$ cat src/rtl/normaliza_operandos_pkg.sv
// Shared definitions for the Goldschmidt divider front end: operand format,
// shift-count width, FSM state encoding and the dividend saturation value.
package normaliza_operandos_pkg;

    localparam int W    = 20;
    localparam int FRAC = 12;
    localparam int SW   = 5;

    typedef enum logic [1:0] {
        OCIOSO    = 2'd0,
        NORMALIZA = 2'd1,
        SAIDA     = 2'd2
    } estado_t;

    localparam logic [W-1:0] SATURADO = {W{1'b1}};

endpackage

$ cat src/rtl/normaliza_operandos.sv
// Normalizes the divisor into [0.5,1) one bit per cycle, scaling the dividend
// by the same power of two so the quotient is preserved. Flags divide-by-zero
// and dividend saturation during left shifts. Valid/ready on both sides.
module normaliza_operandos
    import normaliza_operandos_pkg::*;
(
    input  logic          clk,
    input  logic          rst,
    input  logic          entrada_valida,
    output logic          entrada_pronta,
    input  logic [W-1:0]  dividendo,
    input  logic [W-1:0]  divisor,
    output logic          saida_valida,
    input  logic          saida_pronta,
    output logic [W-1:0]  dividendo_n,
    output logic [W-1:0]  divisor_n,
    output logic [SW-1:0] deslocamento,
    output logic          div_zero,
    output logic          overflow
);

    localparam logic [SW-1:0] UM = SW'(1);

    estado_t       estado_q, estado_d;
    logic [W-1:0]  dividendo_q, dividendo_d;
    logic [W-1:0]  divisor_q, divisor_d;
    logic [SW-1:0] desloc_q, desloc_d;
    logic          divzero_q, divzero_d;
    logic          ovf_q, ovf_d;

    // State and datapath registers; reset drops any transaction in flight.
    always_ff @(posedge clk or posedge rst) begin
        if (rst) begin
            estado_q    <= OCIOSO;
            dividendo_q <= '0;
            divisor_q   <= '0;
            desloc_q    <= '0;
            divzero_q   <= 1'b0;
            ovf_q       <= 1'b0;
        end else begin
            estado_q    <= estado_d;
            dividendo_q <= dividendo_d;
            divisor_q   <= divisor_d;
            desloc_q    <= desloc_d;
            divzero_q   <= divzero_d;
            ovf_q       <= ovf_d;
        end
    end

    // Next state and datapath: latch on accept, one shift decision per cycle, hold in SAIDA.
    always_comb begin
        estado_d       = estado_q;
        dividendo_d    = dividendo_q;
        divisor_d      = divisor_q;
        desloc_d       = desloc_q;
        divzero_d      = divzero_q;
        ovf_d          = ovf_q;
        entrada_pronta = 1'b0;
        saida_valida   = 1'b0;

        case (estado_q)
            OCIOSO: begin
                entrada_pronta = 1'b1;
                if (entrada_valida) begin
                    desloc_d  = '0;
                    ovf_d     = 1'b0;
                    divisor_d = divisor;
                    if (divisor == '0) begin
                        divzero_d   = 1'b1;
                        dividendo_d = '0;
                        estado_d    = SAIDA;
                    end else begin
                        divzero_d   = 1'b0;
                        dividendo_d = dividendo;
                        estado_d    = NORMALIZA;
                    end
                end
            end
            NORMALIZA: begin
                if (|divisor_q[W-1:FRAC]) begin
                    divisor_d   = divisor_q >> 1;
                    dividendo_d = dividendo_q >> 1;
                    desloc_d    = desloc_q + UM;
                end else if (!divisor_q[FRAC-1]) begin
                    divisor_d = divisor_q << 1;
                    desloc_d  = desloc_q - UM;
                    if (dividendo_q[W-1]) begin
                        dividendo_d = SATURADO;
                        ovf_d       = 1'b1;
                    end else begin
                        dividendo_d = dividendo_q << 1;
                    end
                end else begin
                    estado_d = SAIDA;
                end
            end
            SAIDA: begin
                saida_valida = 1'b1;
                if (saida_pronta) begin
                    estado_d = OCIOSO;
                end
            end
            default: begin
                estado_d = OCIOSO;
            end
        endcase
    end

    assign dividendo_n  = dividendo_q;
    assign divisor_n    = divisor_q;
    assign deslocamento = desloc_q;
    assign div_zero     = divzero_q;
    assign overflow     = ovf_q;

endmodule

$ cat config.mk
export PLATFORM = sky130hd
export DESIGN_NAME = normaliza_operandos
export DESIGN_NICKNAME = d
export VERILOG_FILES = /design/src/rtl/normaliza_operandos_pkg.sv /design/src/rtl/normaliza_operandos.sv
export SDC_FILE = /design/constraint.sdc
export NUM_CORES = 1
export LEC_CHECK = 0
export ABC_AREA = 1
export ABC_CLOCK_PERIOD_IN_PS = 3700
export BUFFER_PORTS_ARGS = -buffer_cell sky130_fd_sc_hd__buf_2
export CELL_PAD_IN_SITES_DETAIL_PLACEMENT = 0
export CELL_PAD_IN_SITES_GLOBAL_PLACEMENT = 1
export CORE_ASPECT_RATIO = 1.75
export CORE_MARGIN = 2
export CORE_UTILIZATION = 39
export CTS_CLUSTER_SIZE = 16
export DETAILED_ROUTE_END_ITERATION = 8
export PLACE_DENSITY_LB_ADDON = 0.1
export RECOVER_POWER = 25
export SLEW_MARGIN = 20
export SYNTH_ARGS = -nofsm -noshare
export SYNTH_HDL_FRONTEND = slang
export SYNTH_SLANG_ARGS = --single-unit
$ cat constraint.sdc
create_clock -name clk -period 3.7 [get_ports clk]
set_input_delay 0.185 -clock clk [delete_from_list [all_inputs] [get_ports clk]]
set_output_delay 0.185 -clock clk [all_outputs]
set_load 0.01 [all_outputs]
==> impl_metrics.tcl <==
set metrics [dict create \
    ir_drop_uv 450 \
    rsz0062_at_grt "no" \
    crit_arrival_ns 2.68 \
    min_period_ns 2.50 \
    drt-total-wl_mm 8.54 \
    die_w_um 69.1 \
    fin_crit_sh_pct 67.5 \
    maxCapViolations 1 \
    post_cts_resized 0 \
    cts_root_buf "clkbuf_16" \
    worst_slew_pin_slew_ns 2.23 \
    ys_seq_elements 49 \
    portBuffers 92 \
    syn-mean-instance-area_um2 7.54 \
    outcome "complete, but fails checks" \
    synthDistinctLibCells 36 \
    layout_setup_ws_ns 1.20 \
    grt_pass1_wl_mm 14.1 \
    synthCells 384 \
    grtUsageTotal_pct 21.3 \
    p_leak_uw 0.00173 \
    vias 2914 \
    n_antenna_cell 0 \
    min_path_type "input pin to flip-flop" \
    worst-path-max-fanout 54 \
    worstPathRequired_ns 3.88 \
    power_uw 3360 \
    drc 0 \
    viasPerCell 5.30 \
    std_cell_rows 41 \
    cts.htree.levels 2 \
    drtIter0Drc 134 \
    tritoncts "built" \
    maxSlewViolCount 50 \
    grt_max_degree 55 \
    wl_per_cell_um 15.5 \
    antenna_found_initial 0 \
    cp-start-kind "flip-flop" \
    clk_latency_ns 0.29 \
    dp.final_hpwl_mm 5.97 \
    clock_path_buffers 2 \
    place_area_mm2 0.00335 \
    hold_ws_ns 0.162 \
    relSlewSlack_pct -49.3 \
    yosysSeqAreaShare_pct 42.4 \
    drtAntennaViolNets 0 \
    post_cts_buffers 0 \
    core_mm2 0.00718 \
    io_pins 93 \
    grt_pass1_vias 2884 \
    fp.dieH_um 118 \
    powerDensity_mw_per_mm2 963 \
    fmax_mhz 400 \
    cts.sinks 49 \
    yosys_warnings 0 \
    final_net_count 509 \
    area.growth.synth_to_final_pct 20.4 \
    critPathKind "flip-flop to flip-flop" \
    die-area_mm2 0.00816 \
    cts_buffers 5 \
    path_clk_slew_ns 0.07 \
    start_util_pct 40.3 \
    grt_overflow 0 \
    violations "capacitance limit, slew limit" \
    dp_slack_ns 1.22 \
    syn_area_mm2 0.00290 \
    critPathCaptureType "flip-flop" \
    drive_gt1_share_pct 26.3 \
    cts_hold_buf 0 \
    fin_area_mm2 0.00349 \
    setup_tns_ns 0 \
    fin_skew_ns 0.00555 \
    drt_pass1_iterations 4 \
    finalSetupViolations 0 \
    syn-num-nets 430 \
    place_congestion 0.841 \
    finalHoldViolations 0 \
]
synth_stat cells (all sizes together):
master	instances	area [um^2]
a31oi	9	56.3
o31ai	17	128
o22ai	7	43.8
o221ai	2	17.5
dfrtp	49	1230
nor3	3	15.0
o21a	1	7.51
nand2	73	304
xor2	1	8.76
o21ai	36	188
inv	33	126
nand3	12	72.6
clkbuf	6	22.5
nor4	1	6.26
a21oi	37	185
o21bai	1	7.51
nand4	1	6.26
nor2	73	308
a22oi	3	22.5
o2111ai	1	8.76
nand3b	1	7.51
buf	15	103
ha	2	25.0
logic make-up (layout without fill, tap and decap cells):
family	Yosys count	count (layout)	synth area share, %
simple gates	164	164	24.8
compound gates	114	114	22.9
buf+inv	54	134	8.69
flops	49	49	42.4
fa+ha+maj	2	2	0.864
xor+xnor	1	1	0.303
metrics by stage:
stage	std cells	util [%]
global route	550	48.5
floorplan	384	-
CTS	550	48.5
detailed placement	542	46.6
finish	550	48.5
global placement	542	46.6
layer usage:
layer / up-vias / part of all wire (%) / GRT usage [%]
met5: - / 0 / 0
met4: 0 / 3.1 / 9.44
met3: 15 / 3.8 / 4.02
met2: 76 / 54 / 36.9
met1: 1379 / 39 / 25.2
li1: 1444 / - / -
where the power goes:
group	switching [uW]	total [uW]	leakage, uW	internal, uW
combinational	1160	1820	0.00108	656
clock	205	454	0.0000706	249
sequential	270	1090	0.000584	817
total	1630	3360	0.00173	1720
layout make-up:
cell class / count / area [um^2]
Fill cell: 798 / 3700
Multi-Input combinational cell: 281 / 1420
Sequential cell: 49 / 1230
Timing Repair Buffer: 93 / 468
Clock buffer: 6 / 129
Inverter: 33 / 128
Tap cell: 86 / 108
Clock inverter: 2 / 10.0
cells in the final DEF, fill, tap and decap left out, types with 3 or more instances in the layout:
master      n
nor2_2      4
o31ai_1    17
nand3_1    11
buf_2      92
nor3_1      3
dfrtp_1    49
o21ai_0    14
inv_2       3
clkbuf_16   5
a22oi_1     3
o22ai_1     7
nand2_1    65
inv_1      28
nand2_2     6
a31oi_1     9
o21ai_1    20
a21oi_1    37
nor2_1     67
worst paths after layout:
| check | slack [ns] | cells after the start | endpoint | start |
|---|---|---|---|---|
| max | 1.20 | 9 | divisor_n[8] | estado_q[0] |
| min | 0.16 | 3 | divisor_n[12] | divisor[12] |
| max reg2reg | 1.20 | 9 | divisor_n[8] | estado_q[0] |
| min reg2reg | 0.49 | 1 | div_zero | div_zero |
| max in group asynchronous | 2.21 | 2 | dividendo_n[14] | rst |
| min in group asynchronous | 0.46 | 2 | dividendo_n[17] | rst |
worst max-delay path, stage by stage (launching register included):
cell	delay, ns
dfrtp_1	0.42
nand2_2	0.12
buf_4	0.38
nor2_1	0.12
nand2_2	0.12
nand2_4	0.30
inv_2	0.52
o21ai_1	0.13
o22ai_1	0.15
o21ai_1	0.09
flip-flops by register name, indices dropped and copies added (netlist names):
name,flops
div_zero,1
overflow,1
estado_q,2
dividendo_n,20
deslocamento,5
divisor_n,20
Note: power is estimated with default switching activity, not from simulation.
